`src/rtl/wrdata_line_fifo.sv`:
```
// wrdata_line_fifo: packs IN_WIDTH host words into LINE_WIDTH burst lines and buffers them in a
// DEPTH-entry show-ahead FIFO. Define WRDATA_REPLICATE_EN to add single-word replicated line fill.
module wrdata_line_fifo #(
    parameter int LINE_WIDTH = 512,
    parameter int IN_WIDTH   = 32,
    parameter int DEPTH      = 4,
    parameter int PTR_WIDTH  = 2
) (
    input  logic                  clk,
    input  logic                  rst,
    input  logic                  in_valid,
    output logic                  in_ready,
    input  logic [IN_WIDTH-1:0]   in_data,
    input  logic                  in_last,
`ifdef WRDATA_REPLICATE_EN
    input  logic                  in_replicate,
`endif
    input  logic                  wrdata_fifo_rd,
    output logic                  wrdata_fifo_empty,
    output logic [LINE_WIDTH-1:0] wrdata_fifo_data,
    output logic [PTR_WIDTH:0]    fill_level,
    output logic                  underflow_err
);

    localparam int WORDS = LINE_WIDTH / IN_WIDTH;
    localparam int CNT_W = (WORDS > 1) ? $clog2(WORDS) : 1;
    localparam logic [CNT_W-1:0]   LAST_IDX = CNT_W'(WORDS - 1);
    localparam logic [PTR_WIDTH:0] FULL_LVL = (PTR_WIDTH + 1)'(DEPTH);

    logic [CNT_W-1:0]      word_cnt_r;
    logic [LINE_WIDTH-1:0] asm_r;
    logic [LINE_WIDTH-1:0] mem_r [DEPTH];
    logic [PTR_WIDTH-1:0]  wr_ptr_r;
    logic [PTR_WIDTH-1:0]  rd_ptr_r;
    logic [PTR_WIDTH:0]    fill_r;
    logic                  empty_r;
    logic                  underflow_r;

    logic                  replicate_s;
    logic                  commit_cond_s;
    logic                  in_ready_s;
    logic                  accept_s;
    logic                  commit_s;
    logic                  pop_s;
    logic [LINE_WIDTH-1:0] line_s;
    logic [PTR_WIDTH:0]    fill_nxt_s;

`ifdef WRDATA_REPLICATE_EN
    assign replicate_s = in_replicate && (word_cnt_r == {CNT_W{1'b0}});
`else
    assign replicate_s = 1'b0;
`endif

    // A committing word never uses a same-cycle pop to get past a full FIFO, keeping ready off the pop path.
    assign commit_cond_s = (word_cnt_r == LAST_IDX) || in_last || replicate_s;
    assign in_ready_s    = rst || !((fill_r == FULL_LVL) && commit_cond_s);
    assign accept_s      = in_valid && in_ready_s;
    assign commit_s      = accept_s && commit_cond_s && !rst;
    assign pop_s         = wrdata_fifo_rd && !empty_r;

    assign in_ready          = in_ready_s;
    assign wrdata_fifo_empty = empty_r;
    assign wrdata_fifo_data  = mem_r[rd_ptr_r];
    assign fill_level        = fill_r;
    assign underflow_err     = underflow_r;

    // Merge the incoming word into the assembly image; unwritten slots stay zero from the last clear.
    always_comb begin
        line_s = asm_r;
        if (replicate_s) begin
            line_s = {WORDS{in_data}};
        end else begin
            for (int k = 0; k < WORDS; k++) begin
                if (word_cnt_r == CNT_W'(k)) begin
                    line_s[k*IN_WIDTH +: IN_WIDTH] = in_data;
                end else begin
                    line_s[k*IN_WIDTH +: IN_WIDTH] = asm_r[k*IN_WIDTH +: IN_WIDTH];
                end
            end
        end
    end

    // Next fill level: commit and pop in the same cycle cancel out.
    always_comb begin
        fill_nxt_s = fill_r;
        if (commit_s && !pop_s) begin
            fill_nxt_s = fill_r + (PTR_WIDTH + 1)'(1);
        end else if (!commit_s && pop_s) begin
            fill_nxt_s = fill_r - (PTR_WIDTH + 1)'(1);
        end else begin
            fill_nxt_s = fill_r;
        end
    end

    // Word packing, FIFO pointers, occupancy and sticky underflow flag.
    always_ff @(posedge clk) begin
        if (rst) begin
            word_cnt_r  <= {CNT_W{1'b0}};
            asm_r       <= {LINE_WIDTH{1'b0}};
            wr_ptr_r    <= {PTR_WIDTH{1'b0}};
            rd_ptr_r    <= {PTR_WIDTH{1'b0}};
            fill_r      <= {(PTR_WIDTH + 1){1'b0}};
            empty_r     <= 1'b1;
            underflow_r <= 1'b0;
        end else begin
            if (commit_s) begin
                word_cnt_r <= {CNT_W{1'b0}};
                asm_r      <= {LINE_WIDTH{1'b0}};
                wr_ptr_r   <= wr_ptr_r + PTR_WIDTH'(1);
            end else if (accept_s) begin
                word_cnt_r <= word_cnt_r + CNT_W'(1);
                asm_r      <= line_s;
            end
            if (pop_s) begin
                rd_ptr_r <= rd_ptr_r + PTR_WIDTH'(1);
            end
            if (wrdata_fifo_rd && empty_r) begin
                underflow_r <= 1'b1;
            end
            fill_r  <= fill_nxt_s;
            empty_r <= (fill_nxt_s == {(PTR_WIDTH + 1){1'b0}});
        end
    end

    // Line storage; contents need no reset since occupancy gates visibility.
    always_ff @(posedge clk) begin
        if (commit_s) begin
            mem_r[wr_ptr_r] <= line_s;
        end
    end

endmodule

```
`config.mk`:
```
export PLATFORM = sky130hd
export DESIGN_NAME = wrdata_line_fifo
export DESIGN_NICKNAME = d
export VERILOG_FILES = /design/src/rtl/wrdata_line_fifo.sv
export SDC_FILE = /design/constraint.sdc
export NUM_CORES = 2
export LEC_CHECK = 0
export CORE_AREA = 2 2 472 474
export CTS_BUF_LIST = sky130_fd_sc_hd__clkbuf_4 sky130_fd_sc_hd__clkbuf_8 sky130_fd_sc_hd__clkbuf_16
export CTS_CLUSTER_DIAMETER = 100
export DETAILED_ROUTE_END_ITERATION = 7
export DIE_AREA = 0 0 474 476
export PLACE_DENSITY = 0.63
export SLEW_MARGIN = 20
export SYNTH_ARGS = -nofsm -noshare
export SYNTH_HDL_FRONTEND = slang
export SYNTH_SLANG_ARGS = --single-unit
```
`constraint.sdc`:
```
create_clock -name clk -period 17.6 [get_ports clk]
set_input_delay 2.64 -clock clk [delete_from_list [all_inputs] [get_ports clk]]
set_output_delay 2.64 -clock clk [all_outputs]
set_load 0.1 [all_outputs]
```
==> metrics <==
min Tclk post-route 8690 ps; Core Box Area 221000 µm²; switch share 0.303; critical path class reg -> out; die height 476 µm; post-synthesis compound-gate area fraction 0.0374; Placed Cells 8890; Combinational Power Share 0.205; fin util 0.526; syn nets 5702; Worst slew margin 0.180; combinational family with the most area after synthesis multiplexers; CTS H-Tree Depth 5; nets@finish 6251; via count 51919; min setup slack post-route 8910 ps; Fillers 17529; initial antenna violation count 21; Top cell by count, worst path buf_4; cell area power density 136 nW/µm²; worst stage delay on the critical path 990 ps; Mapped Area 98800 µm²; Max Clk Rate 115 MHz; syn_area_per_cell 17.5 µm²; FF+latch area 72100 µm²; Crit path required time 14960 ps; Max-cap violations 0; Clock transition at path regs 60 ps; DR pass1 iterations 6; hold buffers post-CTS 0; worst-path fanout max 46; die area 226000 µm²; Detailed Route WL 259000 µm; Final Setup Violations 0; RR Startpoint word_cnt_r[0]; mux cell area share after synthesis 0.170; Routed Antenna Nets 0; Distinct cells, synth 44; Post-route DRC 0; Post-Synth Simple-Gate Area 0.0274; Setup crit start kind register; port bufs 554; YS warnings 0; Tcrit/Tclk final 0.494; Tightest Pin Transition 1230 ps; sequential group share of total power 0.430; CTS tree built; post-DP HPWL 144000 µm; crit path max-delay cell type clkdlybuf4s50_1; number of global-route vias before repair 51276; Synth Area in XOR/XNOR 0.000886; HP Start asm_r[424]; register area share after synthesis 0.729; total power 15.8 mW; Bufs on Longest Clock Path 4; status completed; Final Max Slew Viols 0; Starting Density 0.447; area of the multi-input gates 23600 µm²; CTS Sinks 2575; Synth Instances 5654; Clk network pwr share 0.365; post-cts sizing count 0; GPL Wtd Cong 0.747; Post-CTS Setup Inserts 0; R2R depth 7; Hold Crit Class reg -> reg; synthesized-area fraction occupied by adder cells 0.00139; Die W 474 µm; Layout area overhead 17.7%; Global Route Usage Sum 0.227; Pint 11.0 mW; largest area contributor in the netlist edfxtp_1; layout cells sized above 1 0.206; hold_ws 452 ps; hold path cells 2; CTS root buf clkbuf_16; grt total ovfl 0; CP Capture Type output pin; Leak Pwr 41.9 nW; Synth area leaders edfxtp_1, mux4_2, dfxtp_1; Rows 173; clk_lat worst skew 960 ps; first-pass GRT wire length 368000 µm; Psw 4.80 mW; Via density 5.53; design area 116000 µm²; crit path DAT 6050 ps; pin count of the biggest net entering global routing 153; Setup Skew 67.3 ps; Final Non-Filler Cells 9390; CTS Buf Count 283; Sum Neg Setup Slack 0 ps; drt wl/cell 27.5 µm; Yosys top cell area share 0.622; Placed Area 107000 µm²; Final Hold Viols 0; dpl ws 9490 ps; VDD IR max 0.123 mV; Iter 0 DRT Violations 4635; RSZ-0062 raised after global routing no; Ports 555; synthesis-stage register bit count 2575; ordered cell list for the critical path buf_4 > buf_4 > buf_4 > mux4_2 > clkdlybuf4s50_1
## power by group through the flow
stage | clock network, mW | registers, mW | logic, mW
2_1_floorplan | 0 | 6.99 | 2.46
3_3_place_gp | 0 | 6.94 | 3.27
3_5_place_dp | 0 | 6.95 | 3.28
4_1_cts | 5.89 | 6.82 | 3.29
5_1_grt | 6.12 | 6.83 | 3.37
6_report | 5.78 | 6.82 | 3.25
## cells by family (layout without fill, tap and decap cells)
kind of cell,count (synthesis),count (layout)
compound gates,533,533
flops,2575,2575
xor+xnor,10,10
mux,1027,1027
fa+ha+maj,11,11
other cells,0,7
simple gates,698,698
buf+inv,800,1554
## critical path, delay by kind of cell (launching register included)
family   cells  cell delay [ps]
buf+inv      4             3460
mux          1              620
flops        1              900
## registers in the layout, summed over array words and instances, names as in the netlist, named ones only
signal,count
fill_level,3
wr_ptr_r,2
word_cnt_r,4
mem_r,2048
rd_ptr_r,2
wrdata_fifo_empty,1
underflow_err,1
asm_r,512
## per-layer routing
metal / wire, µm / GRT usage / vias up
li1: - / - / 22740
met1: 105000 / 0.306 / 27028
met2: 127000 / 0.371 / 1830
met3: 20300 / 0.0519 / 319
met4: 6180 / 0.0635 / 2
met5: 13 / 0 / -
## cell usage in the layout (no fill, tap or decap), types with 261 or more instances in the layout
cell                n
clkdlybuf4s50_1   493
dfxtp_1           525
nor2_1            397
nand2_1           261
clkbuf_16         287
a211oi_1          384
edfxtp_1         2048
mux2i_1           386
mux4_2            512
inv_1             391
## area by class of cell
cell class,count,share of cell area
inverter,391,0.0126
antenna,7,0.000151
timing repair buffer,673,0.0548
tap,2975,0.0320
multi-input combinational,2279,0.203
clock buffer,401,0.0713
clock inverter,89,0.00726
sequential,2575,0.619
## synth_stat cells (all sizes together)
library cell / n
a31o: 1
nor2b: 4
nor3: 2
xor2: 3
inv: 391
mux2: 129
and2: 9
nor2: 397
xnor2: 7
buf: 245
clkbuf: 164
and4: 3
a211oi: 384
a311oi: 1
nand2: 269
o211ai: 3
ha: 11
edfxtp: 2048
nand4: 3
a21bo: 1
a31oi: 1
mux4: 512
mux2i: 386
and3b: 1
and3: 3
a21oi: 129
nand3: 5
a21boi: 5
nand2b: 1
nand3b: 1
a211o: 1
o31ai: 1
dfxtp: 527
o311a: 1
o21ai: 5
## path summary, 6_finish.rpt
check | end | slack [ps]
hold / removal | asm_r[424] | 450
setup reg to reg | mem_r[3][316] | 12130
setup / recovery | wrdata_fifo_data[258] | 8910
hold reg to reg | asm_r[424] | 450
No activity file was read; power rests on OpenSTA's default activity.
